### src/rtl/frame_scanner_if.sv
// Handshake and pixel bus between a frame requester and frame_scanner.
// master drives start/display; slave (the scanner) drives status and pixel outputs.
interface frame_scanner_if #(
    parameter int WIDTH  = 16,
    parameter int HEIGHT = 32
);
    localparam int XW = $clog2(WIDTH);
    localparam int YW = $clog2(HEIGHT);

    logic                    start;
    logic [WIDTH*HEIGHT-1:0] display;
    logic                    busy;
    logic                    done;
    logic [XW-1:0]           x;
    logic [YW-1:0]           y;
    logic [2:0]              colour;
    logic                    plot;

    modport master (
        output start, display,
        input  busy, done, x, y, colour, plot
    );

    modport slave (
        input  start, display,
        output busy, done, x, y, colour, plot
    );
endinterface

### src/rtl/frame_scanner.sv
// frame_scanner: snapshots the packed display bitmap on start and streams it column-major
// to vga_adapter, one pixel per clock. Optional macro FRAME_SCANNER_SKIP_UNCHANGED_EN plots only changed pixels.
module frame_scanner #(
    parameter int         WIDTH     = 16,
    parameter int         HEIGHT    = 32,
    parameter logic [2:0] FG_COLOUR = 3'b111,
    parameter logic [2:0] BG_COLOUR = 3'b000
) (
    input  logic           clock,
    input  logic           resetn,
    frame_scanner_if.slave bus
);
    localparam int NPIX = WIDTH * HEIGHT;
    localparam int XW   = $clog2(WIDTH);
    localparam int YW   = $clog2(HEIGHT);
    localparam int IW   = $clog2(NPIX);

    typedef enum logic [1:0] {IDLE, SCAN, DONE} state_t;

    state_t          state_reg, state_next;
    logic [NPIX-1:0] snap_reg, snap_next;
    logic [XW-1:0]   cx_reg, cx_next;
    logic [YW-1:0]   cy_reg, cy_next;
    logic [XW-1:0]   x_reg, x_next;
    logic [YW-1:0]   y_reg, y_next;
    logic [2:0]      colour_reg, colour_next;
    logic            plot_reg, plot_next;
    logic            busy_reg, busy_next;
    logic            done_reg, done_next;

    logic [IW-1:0]   pix_idx;
    logic            pix_bit;
    logic            pix_plot;
    logic            last_pix;

    assign pix_idx  = IW'(cx_reg) * IW'(HEIGHT) + IW'(cy_reg);
    assign pix_bit  = snap_reg[pix_idx];
    assign last_pix = (cx_reg == XW'(WIDTH - 1)) && (cy_reg == YW'(HEIGHT - 1));

`ifdef FRAME_SCANNER_SKIP_UNCHANGED_EN
    logic [NPIX-1:0] prev_reg, prev_next;
    logic [NPIX-1:0] changed;
    logic            force_reg, force_next;

    genvar gi;
    generate
        for (gi = 0; gi < NPIX; gi++) begin : g_changed
            assign changed[gi] = snap_reg[gi] ^ prev_reg[gi];
        end
    endgenerate

    // force_reg survives an abandoned frame, so the first completed frame after reset redraws everything.
    assign pix_plot = force_reg | changed[pix_idx];

    always_ff @(posedge clock or negedge resetn) begin
        if (!resetn) begin
            prev_reg  <= '0;
            force_reg <= 1'b1;
        end else begin
            prev_reg  <= prev_next;
            force_reg <= force_next;
        end
    end
`else
    assign pix_plot = 1'b1;
`endif

    always_ff @(posedge clock or negedge resetn) begin
        if (!resetn) begin
            state_reg  <= IDLE;
            snap_reg   <= '0;
            cx_reg     <= '0;
            cy_reg     <= '0;
            x_reg      <= '0;
            y_reg      <= '0;
            colour_reg <= BG_COLOUR;
            plot_reg   <= 1'b0;
            busy_reg   <= 1'b0;
            done_reg   <= 1'b0;
        end else begin
            state_reg  <= state_next;
            snap_reg   <= snap_next;
            cx_reg     <= cx_next;
            cy_reg     <= cy_next;
            x_reg      <= x_next;
            y_reg      <= y_next;
            colour_reg <= colour_next;
            plot_reg   <= plot_next;
            busy_reg   <= busy_next;
            done_reg   <= done_next;
        end
    end

    always_comb begin
        state_next = state_reg;
        case (state_reg)
            IDLE:    if (bus.start) state_next = SCAN;
            SCAN:    if (last_pix) state_next = DONE;
            DONE:    state_next = IDLE;
            default: state_next = IDLE;
        endcase
    end

    always_comb begin
        snap_next   = snap_reg;
        cx_next     = cx_reg;
        cy_next     = cy_reg;
        x_next      = x_reg;
        y_next      = y_reg;
        colour_next = colour_reg;
        plot_next   = 1'b0;
        busy_next   = 1'b0;
        done_next   = 1'b0;
`ifdef FRAME_SCANNER_SKIP_UNCHANGED_EN
        prev_next   = prev_reg;
        force_next  = force_reg;
`endif
        case (state_reg)
            IDLE: begin
                if (bus.start) begin
                    snap_next = bus.display;
                    cx_next   = '0;
                    cy_next   = '0;
                end
            end
            SCAN: begin
                x_next      = cx_reg;
                y_next      = cy_reg;
                colour_next = pix_bit ? FG_COLOUR : BG_COLOUR;
                plot_next   = pix_plot;
                busy_next   = 1'b1;
                // Column-major walk: row counter wraps by compare and carries into the column.
                if (cy_reg == YW'(HEIGHT - 1)) begin
                    cy_next = '0;
                    cx_next = (cx_reg == XW'(WIDTH - 1)) ? '0 : cx_reg + XW'(1);
                end else begin
                    cy_next = cy_reg + YW'(1);
                end
            end
            DONE: begin
                done_next  = 1'b1;
`ifdef FRAME_SCANNER_SKIP_UNCHANGED_EN
                prev_next  = snap_reg;
                force_next = 1'b0;
`endif
            end
            default: ;
        endcase
    end

    assign bus.x      = x_reg;
    assign bus.y      = y_reg;
    assign bus.colour = colour_reg;
    assign bus.plot   = plot_reg;
    assign bus.busy   = busy_reg;
    assign bus.done   = done_reg;
endmodule

### src/flat_wrapper.sv
// flat-port wrapper written by rule: the top's interface ports become plain ports
module frame_scanner_flat 
#(
    parameter int         WIDTH     = 16,
    parameter int         HEIGHT    = 32,
    parameter logic [2:0] FG_COLOUR = 3'b111,
    parameter logic [2:0] BG_COLOUR = 3'b000
)
  (clock, resetn, bus_start, bus_display, bus_busy, bus_done, bus_x, bus_y, bus_colour, bus_plot);
  frame_scanner_if #(.WIDTH(WIDTH), .HEIGHT(HEIGHT)) bus_i ();
  input  logic clock;
  input  logic resetn;
  input wire logic [$bits(bus_i.start)-1:0] bus_start;
  input wire logic [$bits(bus_i.display)-1:0] bus_display;
  output wire logic [$bits(bus_i.busy)-1:0] bus_busy;
  output wire logic [$bits(bus_i.done)-1:0] bus_done;
  output wire logic [$bits(bus_i.x)-1:0] bus_x;
  output wire logic [$bits(bus_i.y)-1:0] bus_y;
  output wire logic [$bits(bus_i.colour)-1:0] bus_colour;
  output wire logic [$bits(bus_i.plot)-1:0] bus_plot;
  assign bus_i.start = bus_start;
  assign bus_i.display = bus_display;
  assign bus_busy = bus_i.busy;
  assign bus_done = bus_i.done;
  assign bus_x = bus_i.x;
  assign bus_y = bus_i.y;
  assign bus_colour = bus_i.colour;
  assign bus_plot = bus_i.plot;
  frame_scanner #(.WIDTH(WIDTH), .HEIGHT(HEIGHT), .FG_COLOUR(FG_COLOUR), .BG_COLOUR(BG_COLOUR)) u_core (.clock(clock), .resetn(resetn), .bus(bus_i));
endmodule
### config.mk
export PLATFORM = sky130hd
export DESIGN_NAME = frame_scanner_flat
export DESIGN_NICKNAME = d
export VERILOG_FILES = /design/src/rtl/frame_scanner_if.sv /design/src/rtl/frame_scanner.sv /design/src/flat_wrapper.sv
export SDC_FILE = /design/constraint.sdc
export NUM_CORES = 1
export LEC_CHECK = 0
export ABC_AREA = 1
export CAP_MARGIN = 10
export CORE_ASPECT_RATIO = 0.75
export CORE_UTILIZATION = 40
export CTS_BUF_LIST = sky130_fd_sc_hd__clkbuf_4 sky130_fd_sc_hd__clkbuf_8
export DETAILED_ROUTE_END_ITERATION = 16
export DONT_BUFFER_PORTS = 1
export PLACE_DENSITY = 0.55
export SYNTH_ARGS = -nofsm -noshare
export SYNTH_HDL_FRONTEND = slang
export SYNTH_SLANG_ARGS = --single-unit
### constraint.sdc
create_clock -name clock -period 2.4 [get_ports clock]
set_clock_uncertainty 0.05 [all_clocks]
set_input_delay 0.12 -clock clock [delete_from_list [all_inputs] [get_ports clock]]
set_output_delay 0.12 -clock clock [all_outputs]
set_load 0.005 [all_outputs]
# [Word level (Yosys, flattened, before mapping)]
# Index checks and enable logic that the tools add are counted.
# W data, S select, Z words.
[op_classes] add_sub_neg=3 multipliers=0 div=0 n_lt_le_gt_ge=1 n_eq_ne=7 n_shift=0 muxes=15 bitwise=0 reduce_logical=7
[ops] op="$mux W4" count=3
[ops] op="$lt A9 B10 Y1 const B" count=1
[ops] op="$mux W5" count=2
[ops] op="$pmux W5 S2" count=1
[ops] op="$add A9 B5 Y9" count=1
[ops] op="$bmux W1 S9" count=1
[ops] op="$pmux W4 S2" count=1
[ops] op="$reduce_and A2 Y1" count=3
[ops] op="$add A5 B1 Y5 const B" count=1
[ops] op="$eq A5 B5 Y1 const B" count=1
[ops] op="$add A4 B1 Y4 const B" count=1
[ops] op="$eq A4 B4 Y1 const B" count=1
[ops] op="$mux W2" count=2
[ops] op="$ne A2 B1 Y1 const B" count=2
[ops] op="$pmux W2 S2" count=1
[ops] op="$mux W1" count=3
[ops] op="$mux W3" count=1
[ops] op="$reduce_and A3 Y1" count=1
[ops] op="$eq A2 B1 Y1 const B" count=1
[ops] op="$eq A2 B2 Y1 const B" count=1
[ops] op="$logic_not A2 Y1" count=1
[ops] op="$ne A2 B2 Y1 const B" count=1
[ops] op="$reduce_bool A2 Y1" count=1
[ops] op="$logic_and A1 B1 Y1" count=1
[word_totals] regBits=537 latchBits=0 ramBits=0 romBits=0 out_inout_bits=15 wordCells=42 n_memories=0

# [Logic depth before layout (Yosys ltp)]
# Gate-level depths: netlist of run 1.
[logic_depth] ltp_word=4 depth_mapped=18 depth_no_buf=15

# [Worst setup path before layout of run 1]
# OpenSTA, ideal clock, no wires.
[synth_path] kind="reg-to-reg" from="reg u_core.cy_reg[3]" to="reg u_core.cx_reg[2]" t_arrival_ns=1.664 path_slack_ns=0.567 stages_incl_launch_ff=11 path_buffers=2 period_less_slack_ns=1.833 cell_sequence="dfrtp_1 buf_2 clkinv_1 clkbuf_1 nor2_1 ha_1 a21oi_1 inv_1 nand2_1 a21oi_1 o21a_1"
[synth_via] elab_chain_len=3
[synth_lines] element="start: declaration" line="frame_scanner.sv:23" rtl="logic [YW-1:0] cy_reg, cy_next;"
[synth_lines] element="start signal: assignment" line="frame_scanner.sv:84" rtl="cy_reg <= cy_next;"
[synth_lines] element="$eq A5 B5 Y1" line="frame_scanner.sv:133" rtl="if (cy_reg == YW'(HEIGHT - 1)) begin"
[synth_lines] element="$ne A2 B1 Y1 (no source line)"
[synth_lines] element="$reduce_and A3 Y1 (no source line)"
[synth_lines] element="end signal: assignment" line="frame_scanner.sv:83" rtl="cx_reg <= cx_next;"
[synth_lines] element="end: declaration" line="frame_scanner.sv:22" rtl="logic [XW-1:0] cx_reg, cx_next;"
# Every way passes these cells.
# A chain may end at the register's enable or synchronous reset.

# [Final worst setup path of run 1]
[layout_path] from="reg u_core.cy_reg[0]" to="reg u_core.colour_reg[1] (netlist: u_core.bus.colour[1])"
[layout_via] elab_chain_len=4
[layout_lines] element="$add A9 B5 Y9" line="frame_scanner.sv:36" rtl="assign pix_idx = IW'(cx_reg) * IW'(HEIGHT) + IW'(cy_reg);"
[layout_lines] element="$bmux W1 S9" line="frame_scanner.sv:37" rtl="assign pix_bit = snap_reg[pix_idx];"
[layout_lines] element="$mux W1 (not written as such)" line="frame_scanner.sv:37"
[layout_lines] element="$mux W3" line="frame_scanner.sv:129" rtl="colour_next = pix_bit ? FG_COLOUR : BG_COLOUR;"
[layout_lines] element="end signal: assignment" line="frame_scanner.sv:87" rtl="colour_reg <= colour_next;"
[layout_lines] element="end: declaration" line="frame_scanner.sv:26" rtl="logic [2:0] colour_reg, colour_next;"
# Every way passes these cells. The select of a mux whose other input is x is not followed.

==> metrics.md, run 1 <==
| Metric | Value |
|---|---|
| Status | `finished with violations` |
| Failing checks | `hold timing, slew limit` |
| Drt total wl | `95.1 mm` |
| DR WL/cell | `18.9 µm` |
| Initial antenna violation count | `15` |
| Largest fanout on the critical path | `33` |
| Max-slew headroom | `-17.0%` |
| Hold buffer count at CTS | `769` |
| CTS max path bufs | `3` |
| IO buf count | `0` |
| H-Tree Depth | `3` |
| Min Tclk post-route | `2.31 ns` |
| Footprint of the multi-input gates | `10700 µm²` |
| CP Launch Point | `u_core.cy_reg[0]` |
| FMAX | `433 MHz` |
| Worst-path clk slew | `0.06 ns` |
| Cts bufs inserted | `91` |
| Placement Cell Area | `26000 µm²` |
| Met2 Usage GRT | `47.0%` |
| GR Util met1 | `38.8%` |
| Synthesized area | `25200 µm²` |
| Final setup violation count | `0` |
| Overall power | `0.0306 W` |
| Yosys top cell area share | `53.1%` |
| Most frequent cells after synthesis | `nand2_1, dfrtp_1, nand3_1` |
| Total congestion overflow | `0` |
| CP arrival | `2.83 ns` |
| Setup Crit Path Kind | `flop to flop` |
| Cell area power density | `848 nW/µm²` |
| CTS root buf | `clkbuf_8` |
| Worst Tran Pin Value | `1.76 ns` |
| Via Count | `26200` |
| Total GRT Usage | `29.2%` |
| Async SR Flop Fraction | `100%` |
| Number of synthesized flops with an enable pin | `0` |
| DRT antenna net count | `0` |
| Most common cell in the netlist | `nand2_1` |
| Die W | `292 µm` |
| Drt first pass iters | `6` |
| Std cell rows | `79` |
| Period Utilization, post-route | `96.3%` |
| Sequential area share after synthesis | `53.1%` |
| Yosys warnings | `0` |
| Yosys reg bits | `535` |
| Final setup margin | `0.0892 ns` |
| Clk Latency, worst-skew pair | `0.69 ns` |
| Setup crit start kind | `flop` |
| IO Count | `530` |
| Mapped Cells | `3435` |
| Vias in the first global route | `26400` |
| Slew Limit Fails | `173` |
| Hold Fails Final Rpt | `535` |
| Post-Layout Inst Area | `36100 µm²` |
| Post-synthesis net count | `3953` |
| Register area | `13400 µm²` |
| DRC Markers | `0` |
| Ranking of synthesized cells by area | `dfrtp_1, nand2_1, nand3_1` |
| Hold slack final | `-0.918 ns` |
| Worst setup EP type | `flop` |
| First-pass GRT wire length | `146 mm` |
| Drt via density | `5.19` |
| Largest net degree at the start of global routing | `536` |
| Core Util, Final | `58.0%` |
| Global routing met3 resource utilization | `5.36%` |
| Leakage | `17.7 nW` |
| Initial Util | `40.6%` |
| Post-synth top area cell | `dfrtp_1` |
| Setup TNS | `0 ns` |
| Ratio of cells with drive above 1 in the final layout | `6.21%` |
| Hold Path Class | `input pin to async pin` |
| Synth cell types | `22` |
| Fillers | `5385` |
| R2r startpoint | `u_core.cy_reg[0]` |
| Max reg flops | `512` |
| RSZ-0062 raised after global routing | `yes` |
| Peak supply drop | `501 µV` |
| Core area | `62200 µm²` |
| Ys flop type | `dfrtp_1` |
| Iteration-0 DRC Markers | `2531` |
| Max-cap violation count | `0` |
| Pre-CTS setup slack | `-0.0207 ns` |
| Hpwl dp | `55.0 mm` |
| Die footprint | `64100 µm²` |
| Die Y | `219 µm` |
| Clock sinks | `535` |
| Critical Path RT | `2.92 ns` |
| Avg Cell Area, Syn | `7.34 µm²` |
| Area grow syn2layout | `42.9%` |
| CTS tree | `done` |
| Layer with the highest usage | `met2` |
| Nets | `4666` |
| Placer congestion estimate | `0.857` |
path summary, 6_finish.rpt:
check,end,slack (ns),depth (start not counted)
setup / recovery,u_core.bus.colour[1],0.09,15
hold / removal,u_core.snap_reg[469],-0.92,0
setup reg to reg,u_core.bus.colour[1],0.09,15
hold reg to reg,u_core.snap_reg[287],0.43,2
max in group asynchronous,u_core.snap_reg[13],1.80,0
min in group clock,u_core.snap_reg[118],0.06,3
what timing repair did:
item / CTS / global route
endpoints found under the hold margin: 1050 / 535
resized for setup: 3 / 20
buffers inserted: 0 / 7
gates cloned: 1 / 2
setup endpoints to repair: 1 / 32
area by class of cell:
class,instances,share of cell area [%]
well taps,810,2.81
diodes,12,0.0833
repair buffers,848,24.3
flip-flops and latches,535,37.2
clock inverters,15,0.399
inverters,19,0.330
clock buffers,149,5.29
multi-input cells,2653,29.6
power by group:
group | total [W] | switching, W | internal (W)
logic | 0.0105 | 0.00640 | 0.00412
clock network | 0.00922 | 0.00399 | 0.00523
registers | 0.0108 | 0.000747 | 0.0101
total | 0.0306 | 0.0111 | 0.0195
layer usage:
metal  share of wire [%]  routed length (µm)  vias to the layer above
met5               0.054                  51                        -
met4                 3.9                3750                        8
met3                 6.9                6510                      297
met2                  47               44300                     1204
met1                  43               40400                    12500
li1                    -                   -                    12100
cells in the final DEF, fill, tap and decap left out, drive strengths merged, types with 2 or more instances in the layout:
cell	instances
nand3	480
diode	12
o21ai	13
dlygate4sd3	769
clkbuf	151
o22ai	2
buf	76
ha	3
dfrtp	535
a21oi	5
nor2	13
clkinv	12
nand2	2132
inv	15
bufinv	2
nor3	2
clkinvlp	5
per-stage QoR:
step / hold slack [ns] / std cells
CTS: -0.980 / 5020
global placement: -0.211 / 4086
floorplan: -0.226 / 3435
global route: -0.965 / 5040
detailed placement: -0.212 / 4086
finish: -0.918 / 5041
critical path, stage by stage, from the launching register on:
cell and delay [ns]:
dfrtp_4 0.51, clkinv_8 0.12, buf_12 0.17, buf_16 0.17, nand2_1 0.09, nand3_1 0.12, nand3_1 0.13, nand3_1 0.09
nand2_2 0.14, nand2_1 0.07, nand3_1 0.12, nand3_1 0.09, nand3_1 0.10, nand2_1 0.06, nand2_1 0.06, nand3_1 0.07
logic make-up after synthesis:
kind of cell	count (synthesis)	share of synthesized area [%]
AO/OA/AOI/OAI	22	0.461
XOR/XNOR	1	0.0347
adder cells (fa/ha/maj)	3	0.149
buffers and inverters	247	4.81
flip-flops	535	53.1
AND/OR/NAND/NOR	2627	41.5
No activity file was read; power rests on OpenSTA's default activity.
==> run 2: changes to the inputs <==
--- a/constraint.sdc
+++ b/constraint.sdc
@@ -3,3 +3,3 @@
 set_input_delay 0.12 -clock clock [delete_from_list [all_inputs] [get_ports clock]]
 set_output_delay 0.12 -clock clock [all_outputs]
-set_load 0.005 [all_outputs]
+set_load 0.01 [all_outputs]
==> run 2 against run 1 <==
Compared with the run above: sequential cell count stayed put; design area up 0.35%; the flow still finishes with violations (hold timing, slew limit); combinational power is essentially flat; total power grew 0.97%; register-to-register slack better by 0.02 ns; largest cell class unchanged; first-iteration DRC count is 7.0% higher; setup slack better by 0.021 ns; clock-buffer cell count decreased by 1; highest routed layer unchanged; fmax rose by 0.92%; routed wire length up 2.1%; clock power shrank 0.7%; die area unchanged; critical endpoint unchanged.
==> metrics.md, run 2 (same netlist as run 1, synthesis figures left out) <==
| Metric | Value |
|---|---|
| Cell area power density | `854 nW/µm²` |
| Hold slack final | `-0.920 ns` |
| Final setup violation count | `0` |
| Register area | `13400 µm²` |
| Leakage | `17.7 nW` |
| Slew Limit Fails | `265` |
| Worst setup EP type | `flop` |
| DRT antenna net count | `0` |
| Peak supply drop | `458 µV` |
| Worst-path clk slew | `0.06 ns` |
| Drt first pass iters | `7` |
| DR WL/cell | `19.3 µm` |
| Initial antenna violation count | `12` |
| Most common cell after layout, fill and taps aside | `nand2_1` |
| H-Tree Depth | `3` |
| CTS max path bufs | `3` |
| Clock sinks | `535` |
| IO Count | `530` |
| Largest net degree at the start of global routing | `536` |
| Overall power | `0.0309 W` |
| Drt via density | `5.24` |
| Hpwl dp | `55.5 mm` |
| Max incr delay on CP | `0.53 ns` |
| Total GRT Usage | `29.5%` |
| Fillers | `5303` |
| Min Tclk post-route | `2.29 ns` |
| Vias in the first global route | `26600` |
| Most used cells in the layout excluding fill and tap cells | `nand2_1, dlygate4sd3_1, dfrtp_1, nand3_1, clkbuf_8` |
| Critical Path RT | `2.91 ns` |
| Footprint of the multi-input gates | `10700 µm²` |
| Worst Tran Pin Value | `2.21 ns` |
| Largest fanout on the critical path | `17` |
| Cell mode on critical path | `nand3_1` |
| Clk Latency, worst-skew pair | `0.69 ns` |
| Via Count | `26400` |
| DRC Markers | `0` |
| Iteration-0 DRC Markers | `2708` |
| CTS root buf | `clkbuf_8` |
| Total congestion overflow | `0` |
| Max-slew headroom | `-47.5%` |
| Buf/Inv on CP | `3` |
| Post-Layout Inst Area | `36200 µm²` |
| Placer congestion estimate | `0.846` |
| FMAX | `437 MHz` |
| Max reg flops | `512` |
| Placed insts | `4087` |
| Failing checks | `hold timing, slew limit` |
| Setup Crit Path Kind | `flop to flop` |
| IO buf count | `0` |
| Hold Fails Final Rpt | `535` |
| CP arrival | `2.80 ns` |
| Core area | `62200 µm²` |
| Family with the most delay on the worst path | `simple AND/OR/NAND/NOR gates` |
| Status | `finished with violations` |
| First-pass GRT wire length | `148 mm` |
| Max-cap violation count | `0` |
| Placement Cell Area | `26100 µm²` |
| Period Utilization, post-route | `95.4%` |
| Hold buffer count at CTS | `764` |
| Ratio of cells with drive above 1 in the final layout | `6.63%` |
| Fin cells | `5043` |
| Cell Chain, Critical Path | `clkinv_8 -> buf_12 -> buf_16 -> nand2_1 -> nand3_1 -> nand3_1 -> nand3_1 -> nand2_1 -> nand2_1 -> nand3_1 -> nand3_2 -> nand3_1 -> nand2_1 -> nand2_1 -> nand3_1` |
| Die footprint | `64100 µm²` |
| Setup crit start kind | `flop` |
| Std cell rows | `79` |
| Die W | `292 µm` |
| CP max stage cell | `dfrtp_4` |
| Drt total wl | `97.1 mm` |
| Nets | `4668` |
| Area grow syn2layout | `43.4%` |
| CTS tree | `done` |
| Hold Path Class | `input pin to async pin` |
| Initial Util | `40.6%` |
| Cts bufs inserted | `91` |
| Die Y | `219 µm` |
run 2: path summary, 6_finish.rpt:
check | from | cells past startpoint | endpoint | slack [ns]
worst max-delay path | u_core.cy_reg[0] | 15 | u_core.bus.colour[1] | 0.11
worst min-delay path | resetn | 0 | u_core.snap_reg[466] | -0.92
worst max register to register | u_core.cy_reg[0] | 15 | u_core.bus.colour[1] | 0.11
worst min register to register | u_core.snap_reg[243] | 2 | u_core.snap_reg[243] | 0.42
max in group asynchronous | resetn | 0 | u_core.snap_reg[320] | 1.46
min in group clock | bus_display[343] | 3 | u_core.snap_reg[343] | 0.05
run 2: final cells by class:
class | count | share of cell area [%]
diodes | 12 | 0.0830
clock buffers | 148 | 5.06
clock inverters | 16 | 0.529
inverters | 19 | 0.342
multi-input cells | 2653 | 29.7
flip-flops and latches | 535 | 37.0
well taps | 810 | 2.80
repair buffers | 849 | 24.5
repair inverters | 1 | 0.0242
run 2: timing repair:
action | in CTS | in global routing
endpoints found under the setup margin | 1 | 79
pin swaps | 0 | 3
gates cloned | 0 | 7
buffers inserted | 0 | 9
hold endpoints to repair | 1049 | 535
resized for setup | 4 | 36
run 2: stage by stage:
step | setup slack, ns | setup TNS, ns | util [%]
finish | 0.110 | 0 | 58.2
global route | -0.0285 | -0.0285 | 58.2
floorplan | 0.567 | 0 | -
CTS | 0.00554 | 0 | 57.5
global placement | -0.0604 | -0.0604 | 41.9
detailed placement | -0.0722 | -0.0722 | 41.9
run 2: layer usage:
layer / share of wire (%) / up-vias / track usage, %
met1: 42 / 12600 / 39.6
li1: - / 12100 / -
met5: 0.035 / - / 0
met4: 3.9 / 6 / 12.8
met3: 7.1 / 307 / 5.23
met2: 47 / 1296 / 47.1
run 2: worst reg2reg max path, delay by kind of cell (launching register included):
family                 cells  cell delay, ns
AND/OR/NAND/NOR           12            1.13
flip-flops                 1            0.53
buffers and inverters      3            0.46
run 2: where the power goes:
group	switching (W)	internal [W]	leakage, nW
Clock	0.00400	0.00516	1.08
Combinational	0.00657	0.00427	9.90
Sequential	0.000790	0.0101	6.76
Total	0.0114	0.0195	17.7
==> run 3: changes to the inputs <==
Settings changed: CORE_UTILIZATION 40 to 30, PLACE_DENSITY 0.55 to 0.45.
Clock period 2.4 ns to 2.8 ns, I/O delays scaled along.
==> run 3 against run 2 <==
Compared with the run above: the run still ends with hold timing, slew limit left; routed wire length is 0.46% lower; non-clock buffer count shrank 25; critical endpoint is now u_core.snap_reg[485]; largest cell class unchanged; fmax down 11%; register-to-register slack better by 0.11 ns; worst hold slack better by 0.00057 ns; via count fell by 6.4%; sequential cell count unchanged; setup slack better by 0.11 ns; total power down 18%; core utilization shrank 15 points; die area increased by 33%.
==> metrics.md, run 3 (same netlist as run 1, synthesis figures left out) <==
| Metric | Value |
|---|---|
| CTS tree | `done` |
| Setup TNS | `0 ns` |
| Leakage | `17.4 nW` |
| Worst Tran Pin Value | `3.90 ns` |
| Drt first pass iters | `6` |
| Final setup violation count | `0` |
| Failing checks | `hold timing, slew limit` |
| Ratio of cells with drive above 1 in the final layout | `5.74%` |
| Drt via density | `4.65` |
| Largest net degree at the start of global routing | `536` |
| Final setup margin | `0.221 ns` |
| Hold buffer count at CTS | `761` |
| Placement Cell Area | `26300 µm²` |
| Placed insts | `4386` |
| Initial antenna violation count | `6` |
| Worst setup EP type | `flop` |
| Setup crit start kind | `flop` |
| Hold Fails Final Rpt | `535` |
| DR WL/cell | `18.2 µm` |
| Max-cap violation count | `0` |
| Max-slew headroom | `-160%` |
| Hpwl dp | `57.3 mm` |
| First-pass GRT wire length | `145 mm` |
| RSZ-0062 raised after global routing | `no` |
| Global routing met3 resource utilization | `3.90%` |
| Initial Util | `30.5%` |
| Fillers | `8283` |
| Cts bufs inserted | `93` |
| Total GRT Usage | `22.3%` |
| Die Y | `253 µm` |
| Slew Limit Fails | `430` |
| CTS max path bufs | `3` |
| Die W | `337 µm` |
| Fin cells | `5320` |
| Placer congestion estimate | `0.761` |
| Resized cells post-CTS | `0` |
| Vias in the first global route | `24800` |
| Total congestion overflow | `0` |
| Hold slack final | `-0.920 ns` |
| GR Util met1 | `30.6%` |
| Layer with the highest usage | `met2` |
| Pre-CTS setup slack | `0.373 ns` |
| CTS root buf | `clkbuf_8` |
| H-Tree Depth | `3` |
| Min Tclk post-route | `2.58 ns` |
| Cell area power density | `707 nW/µm²` |
| Post-Layout Inst Area | `35900 µm²` |
| Peak supply drop | `667 µV` |
| Worst-path clk slew | `0.06 ns` |
| Setup Crit Path Kind | `flop to flop` |
| Iteration-0 DRC Markers | `1852` |
| FMAX | `388 MHz` |
| IO Count | `530` |
| IO buf count | `0` |
| Std cell rows | `91` |
| DRC Markers | `0` |
| Drt total wl | `96.6 mm` |
| Core area | `82800 µm²` |
| Area grow syn2layout | `42.2%` |
| Largest fanout on the critical path | `91` |
| DRT antenna net count | `0` |
| Die footprint | `85300 µm²` |
| Via Count | `24700` |
| CP arrival | `3.16 ns` |
| Hold Path Class | `input pin to async pin` |
| Status | `finished with violations` |
| Nets | `4644` |
| Met2 Usage GRT | `35.2%` |
| Critical Path RT | `3.38 ns` |
| Max reg flops | `512` |
| Core Util, Final | `43.3%` |
| Clock sinks | `535` |
| Period Utilization, post-route | `92.1%` |
| Clk Latency, worst-skew pair | `0.70 ns` |
| Most used cells in the layout excluding fill and tap cells | `nand2_1, dlygate4sd3_1, dfrtp_1, nand3_1, clkbuf_8` |
| Most common cell after layout, fill and taps aside | `nand2_1` |
-- run 3: changes by cell type in the layout (fill, tap and decap cells not counted), moves of 3 or more --
cell           previous run  this run
buf_16                    7         0
diode_2                  12         5
clkinv_8                  4         0
clkinv_2                  9        22
buf_4                    44        39
nand3_1                 466       480
nand3_2                  13         0
dlygate4sd3_1           764       761
clkbuf_4                 33        27
clkbuf_16                 6         0
-- run 3: final timing paths --
| check | slack (ns) | depth (start not counted) | startpoint | to |
|---|---|---|---|---|
| max in group asynchronous | 0.57 | 0 | resetn | u_core.snap_reg[246] |
| min | -0.92 | 0 | resetn | u_core.snap_reg[468] |
| max reg2reg | 0.22 | 7 | u_core.state_reg[1] | u_core.snap_reg[485] |
| max | 0.22 | 7 | u_core.state_reg[1] | u_core.snap_reg[485] |
| min reg2reg | 0.43 | 2 | u_core.snap_reg[247] | u_core.snap_reg[247] |
| min in group clock | 0.06 | 3 | bus_display[382] | u_core.snap_reg[382] |
-- run 3: cell type report --
class,count,area (µm²),area share [%]
Clock inverter,27,173,0.481
Tap cell,1116,1400,3.89
Inverter,19,93.8,0.262
Multi-Input combinational cell,2653,10600,29.6
Clock buffer,141,1770,4.94
Sequential cell,535,13400,37.4
Timing Repair Buffer,824,8390,23.4
Antenna cell,5,12.5,0.0349
-- run 3: power by group --
part | leakage, nW | total (W) | internal [W] | switching, W
Combinational | 9.60 | 0.00849 | 0.00310 | 0.00539
Clock | 1.05 | 0.00756 | 0.00414 | 0.00342
Sequential | 6.76 | 0.00931 | 0.00866 | 0.000652
Total | 17.4 | 0.0254 | 0.0159 | 0.00947
-- run 3: critical path: stages, from the launching register on --
cell           delay (ns)
dfrtp_1              0.39
nor2_1               0.18
nand2_4              0.14
inv_8                0.42
nand2_1              0.11
dlygate4sd3_1        0.59
nand2_1              0.06
dlygate4sd3_1        0.54
-- run 3: through the flow --
stage               total power (W)  hold WS, ns
finish                       0.0254       -0.920
global route                 0.0270       -0.980
CTS                          0.0257       -0.987
detailed placement           0.0173       -0.187
global placement             0.0173       -0.192
floorplan                    0.0144       -0.206
-- run 3: timing repair --
action,CTS,global route
setup endpoints to repair,0,0
endpoints found under the hold margin,1048,535
buffers inserted,0,0
-- run 3: metal layers --
layer	part of all wire [%]	vias to the layer above
met5	0.013	-
met4	3.1	2
met3	5.1	175
met2	46	691
met1	46	11700
li1	-	12100
